## config.mk

```make
export PLATFORM = sky130hd
export DESIGN_NAME = key_event_unit_flat
export DESIGN_NICKNAME = d
export VERILOG_FILES = /design/src/rtl/key_event_pkg.sv /design/src/rtl/key_event_if.sv /design/src/rtl/key_event_channel.sv /design/src/rtl/key_event_unit.sv /design/src/flat_wrapper.sv
export SDC_FILE = /design/constraint.sdc
export NUM_CORES = 1
export LEC_CHECK = 0
export ABC_AREA = 1
export BUFFER_PORTS_ARGS = -buffer_cell sky130_fd_sc_hd__buf_4
export CAP_MARGIN = 20
export CELL_PAD_IN_SITES_DETAIL_PLACEMENT = 1
export CELL_PAD_IN_SITES_GLOBAL_PLACEMENT = 1
export CORE_ASPECT_RATIO = 0.9
export CORE_MARGIN = 3
export CORE_UTILIZATION = 25
export DETAILED_ROUTE_END_ITERATION = 6
export PLACE_DENSITY = 0.55
export SETUP_SLACK_MARGIN = 0.3
export SLEW_MARGIN = 5
export SYNTH_ARGS = -nofsm -noshare
export SYNTH_HDL_FRONTEND = slang
export SYNTH_SLANG_ARGS = --single-unit
```

## constraint.sdc

```tcl
create_clock -name i_clk -period 2.05 [get_ports i_clk]
set_clock_uncertainty 0.1 [all_clocks]
set_input_delay 0.41 -clock i_clk [delete_from_list [all_inputs] [get_ports i_clk]]
set_output_delay 0.41 -clock i_clk [all_outputs]
set_load 0.02 [all_outputs]
```

## src/rtl/key_event_pkg.sv

```systemverilog
// Shared types, default timings and helpers for the key event unit.
// Timings are in clock cycles; 10 ms debounce, 0.5 s long press, 0.1 s repeat.
package key_event_pkg;

   typedef enum logic [1:0] {
      KE_IDLE,
      KE_HELD,
      KE_LONG
   } ke_state_t;

   // 50 MHz system clock builds
   localparam int KE_DEB_50M    = 500_000;
   localparam int KE_LONG_50M   = 25_000_000;
   localparam int KE_REPEAT_50M = 5_000_000;

   // AUD_BCLK (3.072 MHz) builds
   localparam int KE_DEB_BCLK    = 30_720;
   localparam int KE_LONG_BCLK   = 1_536_000;
   localparam int KE_REPEAT_BCLK = 307_200;

   function automatic int ke_max3(input int a, input int b, input int c);
      int m;
      m = (a > b) ? a : b;
      return (m > c) ? m : c;
   endfunction

endpackage

```

## src/rtl/key_event_if.sv

```systemverilog
// Key bundle between the board pushbuttons and the key event unit.
// The master side drives raw keys and repeat enables; the slave reports events.
interface key_event_if #(
   parameter int N_KEYS = 4
);

   logic [N_KEYS-1:0] i_keys;
   logic [N_KEYS-1:0] i_repeat_en;
   logic [N_KEYS-1:0] o_level;
   logic [N_KEYS-1:0] o_press;
   logic [N_KEYS-1:0] o_release;
   logic [N_KEYS-1:0] o_long;
   logic [N_KEYS-1:0] o_repeat;

   modport master (
      output i_keys,
      output i_repeat_en,
      input  o_level,
      input  o_press,
      input  o_release,
      input  o_long,
      input  o_repeat
   );

   modport slave (
      input  i_keys,
      input  i_repeat_en,
      output o_level,
      output o_press,
      output o_release,
      output o_long,
      output o_repeat
   );

endinterface

```

## src/rtl/key_event_channel.sv

```systemverilog
// One key: 2-flop sync, debounce, press/release pulses,
// long-press detect and auto-repeat.
module key_event_channel
   import key_event_pkg::*;
#(
   parameter bit ACTIVE_LOW    = 1'b1,
   parameter int DEB_CYCLES    = 16,
   parameter int LONG_CYCLES   = 4096,
   parameter int REPEAT_CYCLES = 1024
) (
   input  logic i_clk,
   input  logic i_rst_n,
   input  logic i_key,
   input  logic i_repeat_en,
   output logic o_level,
   output logic o_press,
   output logic o_release,
   output logic o_long,
   output logic o_repeat
);

   localparam int CNT_W =
      $clog2(ke_max3(DEB_CYCLES, LONG_CYCLES, REPEAT_CYCLES) + 1);

   localparam logic [CNT_W-1:0] DEB_LAST  = CNT_W'(DEB_CYCLES - 1);
   localparam logic [CNT_W-1:0] LONG_LAST = CNT_W'(LONG_CYCLES - 1);
   localparam logic [CNT_W-1:0] REP_LAST  = CNT_W'(REPEAT_CYCLES - 1);

   logic             s1_q;
   logic             s2_q;
   logic             lvl_q;
   logic [CNT_W-1:0] deb_cnt_q;
   logic [CNT_W-1:0] hold_cnt_q;
   logic [CNT_W-1:0] rep_cnt_q;
   ke_state_t        st_q;
   logic             press_q;
   logic             rel_q;
   logic             long_q;
   logic             rep_q;

   logic synced;
   logic mism;
   logic flip;

   assign synced = s2_q ^ ACTIVE_LOW;
   assign mism   = synced != lvl_q;
   assign flip   = mism && (deb_cnt_q == DEB_LAST);

   // Sync flops reset to the released level so no spurious edge after reset
   always_ff @(posedge i_clk or negedge i_rst_n) begin
      if (!i_rst_n) begin
         s1_q      <= ACTIVE_LOW;
         s2_q      <= ACTIVE_LOW;
         lvl_q     <= 1'b0;
         deb_cnt_q <= '0;
      end else begin
         s1_q <= i_key;
         s2_q <= s1_q;
         if (flip) begin
            lvl_q     <= ~lvl_q;
            deb_cnt_q <= '0;
         end else if (mism) begin
            deb_cnt_q <= deb_cnt_q + 1'b1;
         end else begin
            deb_cnt_q <= '0;
         end
      end
   end

   // A release on the same edge as a long/repeat tick wins
   always_ff @(posedge i_clk or negedge i_rst_n) begin
      if (!i_rst_n) begin
         st_q       <= KE_IDLE;
         hold_cnt_q <= '0;
         rep_cnt_q  <= '0;
         press_q    <= 1'b0;
         rel_q      <= 1'b0;
         long_q     <= 1'b0;
         rep_q      <= 1'b0;
      end else begin
         press_q <= flip && !lvl_q;
         rel_q   <= flip && lvl_q;
         long_q  <= 1'b0;
         rep_q   <= 1'b0;
         unique case (st_q)
            KE_IDLE: begin
               if (flip && !lvl_q) begin
                  st_q       <= KE_HELD;
                  hold_cnt_q <= '0;
               end
            end
            KE_HELD: begin
               if (flip) begin
                  st_q <= KE_IDLE;
               end else if (hold_cnt_q == LONG_LAST) begin
                  st_q      <= KE_LONG;
                  long_q    <= 1'b1;
                  rep_cnt_q <= '0;
               end else begin
                  hold_cnt_q <= hold_cnt_q + 1'b1;
               end
            end
            KE_LONG: begin
               if (flip) begin
                  st_q <= KE_IDLE;
               end else if (rep_cnt_q == REP_LAST) begin
                  rep_cnt_q <= '0;
                  rep_q     <= i_repeat_en;
               end else begin
                  rep_cnt_q <= rep_cnt_q + 1'b1;
               end
            end
            default: st_q <= KE_IDLE;
         endcase
      end
   end

   assign o_level   = lvl_q;
   assign o_press   = press_q;
   assign o_release = rel_q;
   assign o_long    = long_q;
   assign o_repeat  = rep_q;

endmodule

```

## src/rtl/key_event_unit.sv

```systemverilog
// N independent key channels between the pushbuttons and the menu FSM.
// Holding a key past the long-press time auto-repeats while enabled.
module key_event_unit
   import key_event_pkg::*;
#(
   parameter int N_KEYS        = 4,
   parameter bit ACTIVE_LOW    = 1'b1,
   parameter int DEB_CYCLES    = 16,
   parameter int LONG_CYCLES   = 4096,
   parameter int REPEAT_CYCLES = 1024
) (
   input  logic         i_clk,
   input  logic         i_rst_n,
   key_event_if.slave   bus
);

   if (N_KEYS < 1) begin : g_bad_n
      $error("key_event_unit: N_KEYS must be >= 1");
   end
   if (DEB_CYCLES < 2) begin : g_bad_deb
      $error("key_event_unit: DEB_CYCLES must be >= 2");
   end
   if (LONG_CYCLES < 1) begin : g_bad_long
      $error("key_event_unit: LONG_CYCLES must be >= 1");
   end
   if (REPEAT_CYCLES < 1) begin : g_bad_rep
      $error("key_event_unit: REPEAT_CYCLES must be >= 1");
   end

   logic [N_KEYS-1:0] level_w;
   logic [N_KEYS-1:0] press_w;
   logic [N_KEYS-1:0] rel_w;
   logic [N_KEYS-1:0] long_w;
   logic [N_KEYS-1:0] rep_w;

   for (genvar k = 0; k < N_KEYS; k++) begin : g_ch
      key_event_channel #(
         .ACTIVE_LOW    (ACTIVE_LOW),
         .DEB_CYCLES    (DEB_CYCLES),
         .LONG_CYCLES   (LONG_CYCLES),
         .REPEAT_CYCLES (REPEAT_CYCLES)
      ) u_ch (
         .i_clk       (i_clk),
         .i_rst_n     (i_rst_n),
         .i_key       (bus.i_keys[k]),
         .i_repeat_en (bus.i_repeat_en[k]),
         .o_level     (level_w[k]),
         .o_press     (press_w[k]),
         .o_release   (rel_w[k]),
         .o_long      (long_w[k]),
         .o_repeat    (rep_w[k])
      );
   end

   assign bus.o_level   = level_w;
   assign bus.o_press   = press_w;
   assign bus.o_release = rel_w;
   assign bus.o_long    = long_w;
   assign bus.o_repeat  = rep_w;

endmodule

```

## src/flat_wrapper.sv

```systemverilog
// flat-port wrapper written by rule: the top's interface ports become plain ports
module key_event_unit_flat import key_event_pkg::*;
#(
   parameter int N_KEYS        = 4,
   parameter bit ACTIVE_LOW    = 1'b1,
   parameter int DEB_CYCLES    = 16,
   parameter int LONG_CYCLES   = 4096,
   parameter int REPEAT_CYCLES = 1024
)
  (i_clk, i_rst_n, bus_i_keys, bus_i_repeat_en, bus_o_level, bus_o_press, bus_o_release, bus_o_long, bus_o_repeat);
  key_event_if #(.N_KEYS(N_KEYS)) bus_i ();
  input  logic i_clk;
  input  logic i_rst_n;
  input wire logic [$bits(bus_i.i_keys)-1:0] bus_i_keys;
  input wire logic [$bits(bus_i.i_repeat_en)-1:0] bus_i_repeat_en;
  output wire logic [$bits(bus_i.o_level)-1:0] bus_o_level;
  output wire logic [$bits(bus_i.o_press)-1:0] bus_o_press;
  output wire logic [$bits(bus_i.o_release)-1:0] bus_o_release;
  output wire logic [$bits(bus_i.o_long)-1:0] bus_o_long;
  output wire logic [$bits(bus_i.o_repeat)-1:0] bus_o_repeat;
  assign bus_i.i_keys = bus_i_keys;
  assign bus_i.i_repeat_en = bus_i_repeat_en;
  assign bus_o_level = bus_i.o_level;
  assign bus_o_press = bus_i.o_press;
  assign bus_o_release = bus_i.o_release;
  assign bus_o_long = bus_i.o_long;
  assign bus_o_repeat = bus_i.o_repeat;
  key_event_unit #(.N_KEYS(N_KEYS), .ACTIVE_LOW(ACTIVE_LOW), .DEB_CYCLES(DEB_CYCLES), .LONG_CYCLES(LONG_CYCLES), .REPEAT_CYCLES(REPEAT_CYCLES)) u_core (.i_clk(i_clk), .i_rst_n(i_rst_n), .bus(bus_i));
endmodule
```

; ---- Word-level counts from Yosys, hierarchy flattened
; Cells that the tools add are included.
[classes]
n_addsub = 12
muxes = 88
reduce_logical = 40
bitwise = 8
n_eq_ne = 52
[op_table]
columns = op, count
row1 = $mux W13, 36
row2 = $pmux W13 S2, 8
row3 = $add A13 B1 Y13 const B, 12
row4 = $eq A13 B10 Y1 const B, 4
row5 = $eq A13 B12 Y1 const B, 4
row6 = $eq A13 B4 Y1 const B, 4
row7 = $ne A2 B2 Y1 const B, 24
row8 = $mux W2, 16
row9 = $reduce_and A4 Y1, 8
row10 = $mux W1, 24
row11 = $pmux W2 S3, 4
row12 = $reduce_bool A2 Y1, 8
row13 = $logic_and A1 B1 Y1, 12
row14 = $ne A3 B3 Y1 const B, 4
row15 = $reduce_and A3 Y1, 4
row16 = $eq A2 B1 Y1 const B, 4
row17 = $eq A2 B2 Y1 const B, 4
row18 = $logic_not A2 Y1, 4
row19 = $not A1 Y1, 8
row20 = $logic_not A1 Y1, 4
row21 = $ne A1 B1 Y1, 4
[totals]
input_bits = 10
output_inout_bits = 20
word_cells = 244
register_bits = 192

; ---- Longest topological paths before layout
[depth]
ltp_word = 6
depth_mapped = 11
depth_no_buf = 11

; ---- Modules after synthesis
; A second synthesis with hierarchy kept.
[hier_totals]
hier_cells = 1495
hier_area_um2 = 11418.5
[modules_own_cells]
columns = module, cells_each, instances, area_each_um2
row1 = key_event_channel (u_core.g_ch[0].u_ch ...), 377, 3, 2876.5
row2 = key_event_channel (u_core.g_ch[3].u_ch), 364, 1, 2788.9

; ---- Worst setup path after synthesis
; No wires, ideal clock.
[synth_timing]
kind = reg-to-reg
from = reg u_core.g_ch[3].u_ch.deb_cnt_q[0]
to = reg u_core.g_ch[3].u_ch.hold_cnt_q[3]
path_stages_with_launch = 10
setup_ns = 0.117
n_path_buf = 1
arrival_time_ns = 1.437
slack_ns = 0.396
required_ns = 1.833
path_cell_list = dfrtp_1 ha_1 nand3_1 nor2_2 nand3_4 nand3_2 nand2_2 buf_6 nand2_1 nand2_1
[synth_via]
elab_chain_cells = 5
word_cells_on_any_way = 6
cone_classes = eq/ne: 3 / reduce/logical: 3
[synth_rtl]
columns = element, line_no
row1 = "start, declared", key_event_channel.sv:32  ; logic [CNT_W-1:0] deb_cnt_q;
row2 = "start signal, assigned", key_event_channel.sv:63  ; deb_cnt_q <= deb_cnt_q + 1'b1;
row3 = $eq A13 B4 Y1 (*), key_event_channel.sv:47  ; assign flip = mism && (deb_cnt_q == DEB_LAST);
row4 = $logic_and A1 B1 Y1 (*), key_event_channel.sv:47
row5 = $logic_and A1 B1 Y1, key_event_channel.sv:87  ; if (flip && !lvl_q) begin
row6 = $ne A2 B2 Y1 (no source line), n/a
row7 = $reduce_and A4 Y1 (no source line) (*), n/a
row8 = "end signal, assigned", key_event_channel.sv:100  ; hold_cnt_q <= hold_cnt_q + 1'b1;
row9 = "end, declared", key_event_channel.sv:33  ; logic [CNT_W-1:0] hold_cnt_q;
; Every way passes the cells marked *; elsewhere a longest branch is shown, timed or not.
; A chain may end at the register's enable or synchronous reset.

; ---- Worst setup path after layout
[layout_timing]
from = reg u_core.g_ch[3].u_ch.hold_cnt_q[0]
to = reg u_core.g_ch[3].u_ch.hold_cnt_q[1]
[layout_via]
elab_chain_cells = 4
word_cells_on_any_way = 7
cone_classes = add/sub: 1 / eq/ne: 2 / mux: 3 / reduce/logical: 1
[layout_rtl]
columns = element, line_no
row1 = $add A13 B1 Y13, key_event_channel.sv:100
row2 = $mux W13, key_event_channel.sv:95  ; end else if (hold_cnt_q == LONG_LAST) begin
row3 = $mux W13, key_event_channel.sv:93  ; if (flip) begin
row4 = $pmux W13 S2, key_event_channel.sv:85  ; unique case (st_q)
; Parallel ways exist; a longest one is shown, timed or not. The select of a mux whose other input is x is not followed.

==> run summary <==
Clock buffers created by TritonCTS: 17
Run status: finished, final reports clean
Via count: 9,705
Remaining DRCs: 0
Die height: 204 um
Clock tree buffer depth: 2
Die X: 226 um
Post-layout minimum cycle time: 1.73 ns
Vias in the first global route: 9,904
Root Buffer: clkbuf_16
Post-Place Cell Area: 12,000 um2
Final Util: 32.7%
EDFF count, synth: 0
CP Class: reg2reg
Critical Path End Type: flop
First-iteration detailed-routing DRC count: 434
Slew headroom: 66.4%
Mapped Nets: 1,473
H-tree depth: 4
Static Leak: 6.47 nW
GR Layer Usage met2: 21.8%
Mapped Cells: 1,451
Layout cells sized above 1: 22.8%
PortBufs: 29
Row cnt: 72
Final design instance area without fill: 14,100 um2
RSZ-0062 raised after global routing: true
Reg area: 4830 um2
Hold Path Class: in2reg
Layout Nets: 1,625
Slew Viols, Final: 0
Fin Setup TNS: 0 ns
Hold Violations, Final: 0
Core footprint: 43,100 um2
WL final: 29.5 mm
DR WL/cell: 13.6 um
Async set-reset flop share out of synthesis: 100%
Final Setup Violations: 0
Fmax: 579 MHz
CTS tree: yes
Crit Path Max Fanout: 7
Total gr overflow: 0
Period utilization: 84.2%
Delay-heaviest family, CP: simple AND/OR/NAND/NOR gates
Area Growth Syn to Fin: 28.9%
Measured slew at the worst slew-check pin: 0.500 ns
Antenna-violating nets left: 0
Synthesized cell area: 10,900 um2
Crit-path max cell delay: 0.37 ns
Sequential-to-total area share from yosys stat: 44.1%
Main flop type after synthesis: dfrtp_1
PnR worst setup slack: 0.323 ns
Post-Place Setup Slack: 0.145 ns
FILL cells: 5,150
Power Density: 530 nW/um2
CP max-delay cell: dfrtp_1
Total track usage: 13.1%
Met3 global-route usage: 2.61%
Area of the multi-input gates: 5910 um2
Worst Path Arrival: 1.97 ns
IO Count: 30
Synthesis Warnings: 0
Clk slew on worst S/H paths: 0.08 ns
Global-route wire length before repair: 49.7 mm
GR peak layer: met2
Syn Area/Cell: 7.53 um2
# Max-Cap Violations: 0
Synth unique cells: 32
Peak supply drop: 0.578 mV
Data required, critical path: 2.29 ns
CP startpoint kind: flop
First-pass DRT Iterations: 4
Initial antenna violation count: 0
Die ar.: 46,300 um2
Initial Utilization: 25.4%
Largest net degree at the start of global routing: 54
GP Congestion: 0.753
Total power: 7.46 mW
Clk_lat worst skew: 0.46 ns
# diodes: 0
Yosys reg bits: 192
Met1 Resource Use GR: 17.5%
Clock tree sinks: 192
Final HPWL DP: 20.2 mm
Worst path buffer plus inverter count: 2
Crit-path cells: ha_2 -> nand3_4 -> nor2_4 -> nand4_1 -> nand3_4 -> buf_12 -> inv_6 -> nand2_2 -> nand2_1
Vias/cell: 4.47
Most frequent CP cell: nand3_4
[where the power goes]
part / internal, mW / total [mW] / switching (mW)
Clock: 1.73 / 3.36 / 1.64
Sequential: 3.82 / 3.85 / 0.0290
Combinational: 0.0938 / 0.244 / 0.151
[cell usage in the layout, fill, tap and decap left out, drive strengths merged, types with 20 or more instances in the layout]
| cell | count |
|---|---|
| inv | 159 |
| nand4 | 27 |
| nor3 | 50 |
| nand3 | 209 |
| dfrtp | 184 |
| nand2 | 432 |
| clkbuf | 20 |
| nor2 | 207 |
| xor2 | 53 |
| buf | 162 |
[synthesized netlist by cell type (9+ instances only)]
master   number  share of area (%)
nand2_1     416                 14
nor2_1      190                6.5
nand3_1     188                8.6
dfrtp_1     184                 42
inv_1       150                5.2
xor2_1       53                4.2
nor3_1       49                2.2
nand4_1      26                1.5
buf_4        23                1.6
nand3_2      17                1.6
o21ai_0      17               0.78
nor3b_1      16                1.1
xnor2_1      15                1.2
nor2_2       14               0.80
a21oi_1      13               0.60
buf_6        12                1.2
ha_1         12                1.4
nand2_2      12               0.69
or2_2         9               0.52
[area by class of cell]
class	instances	share of cell area [%]
repair buffers	169	10.4
clock inverters	14	0.951
clock buffers	18	3.12
well taps	555	4.93
multi-input cells	1063	41.9
inverters	160	4.42
flip-flops and latches	192	34.3
[cells by family after synthesis]
kind of cell | count (synthesis) | share of synthesized area, %
xor gates and xnor gates | 68 | 5.45
adders and majority gates | 12 | 1.37
AOI/OAI and AO/OA | 32 | 1.51
DFF | 192 | 44.1
buffers and inverters | 198 | 8.44
and+or+nand+nor | 949 | 39.2
[what timing repair did]
action,CTS,global route
pin swaps,20,55
gates cloned,1,3
hold buffers,5,0
setup buffers,24,48
setup endpoints to repair,110,115
resized for setup,55,135
endpoints found under the hold margin,48,0
[flip-flops by register name (all words and copies together) (netlist names)]
signal                       cells
u_core.g_ch.u_ch.deb_cnt_q      52
u_core.g_ch.u_ch.hold_cnt_q     52
u_core.g_ch.u_ch.rep_cnt_q      52
u_core.g_ch.u_ch.st_q            8
u_core.g_ch.u_ch.o_level         4
u_core.g_ch.u_ch.o_long          4
u_core.g_ch.u_ch.o_press         4
u_core.g_ch.u_ch.o_release       4
u_core.g_ch.u_ch.o_repeat        4
u_core.g_ch.u_ch.s1_q            4
u_core.g_ch.u_ch.s2_q            4
[stage by stage]
step | hold slack [ns] | cells
global route | 0.0787 | 2171
finish | 0.117 | 2171
floorplan | 0.0144 | 1451
detailed placement | 0.249 | 2058
CTS | 0.0801 | 2120
global placement | 0.247 | 2058
[path summary, 6_finish.rpt]
path                            cells after the start  slack (ns)                                end                               from
worst max-delay path                                9        0.32  u_core.g_ch[3].u_ch.hold_cnt_q[1]  u_core.g_ch[3].u_ch.hold_cnt_q[0]
worst min-delay path                                2        0.12       u_core.g_ch[1].u_ch.o_repeat                 bus_i_repeat_en[1]
worst max register to register                      9        0.32  u_core.g_ch[3].u_ch.hold_cnt_q[1]  u_core.g_ch[3].u_ch.hold_cnt_q[0]
worst min register to register                      0        0.26           u_core.g_ch[2].u_ch.s2_q           u_core.g_ch[2].u_ch.s1_q
max in group asynchronous                           3        0.80           u_core.g_ch[0].u_ch.s2_q                            i_rst_n
min in group asynchronous                           2        0.37   u_core.g_ch[1].u_ch.rep_cnt_q[7]                            i_rst_n
[metal layers]
metal | vias up | part of all wire [%]
met5 | - | 0
met4 | 0 | 0.79
met3 | 13 | 1.8
met2 | 44 | 48
met1 | 4740 | 49
li1 | 4908 | -
No activity file was read; power rests on OpenSTA's default activity.
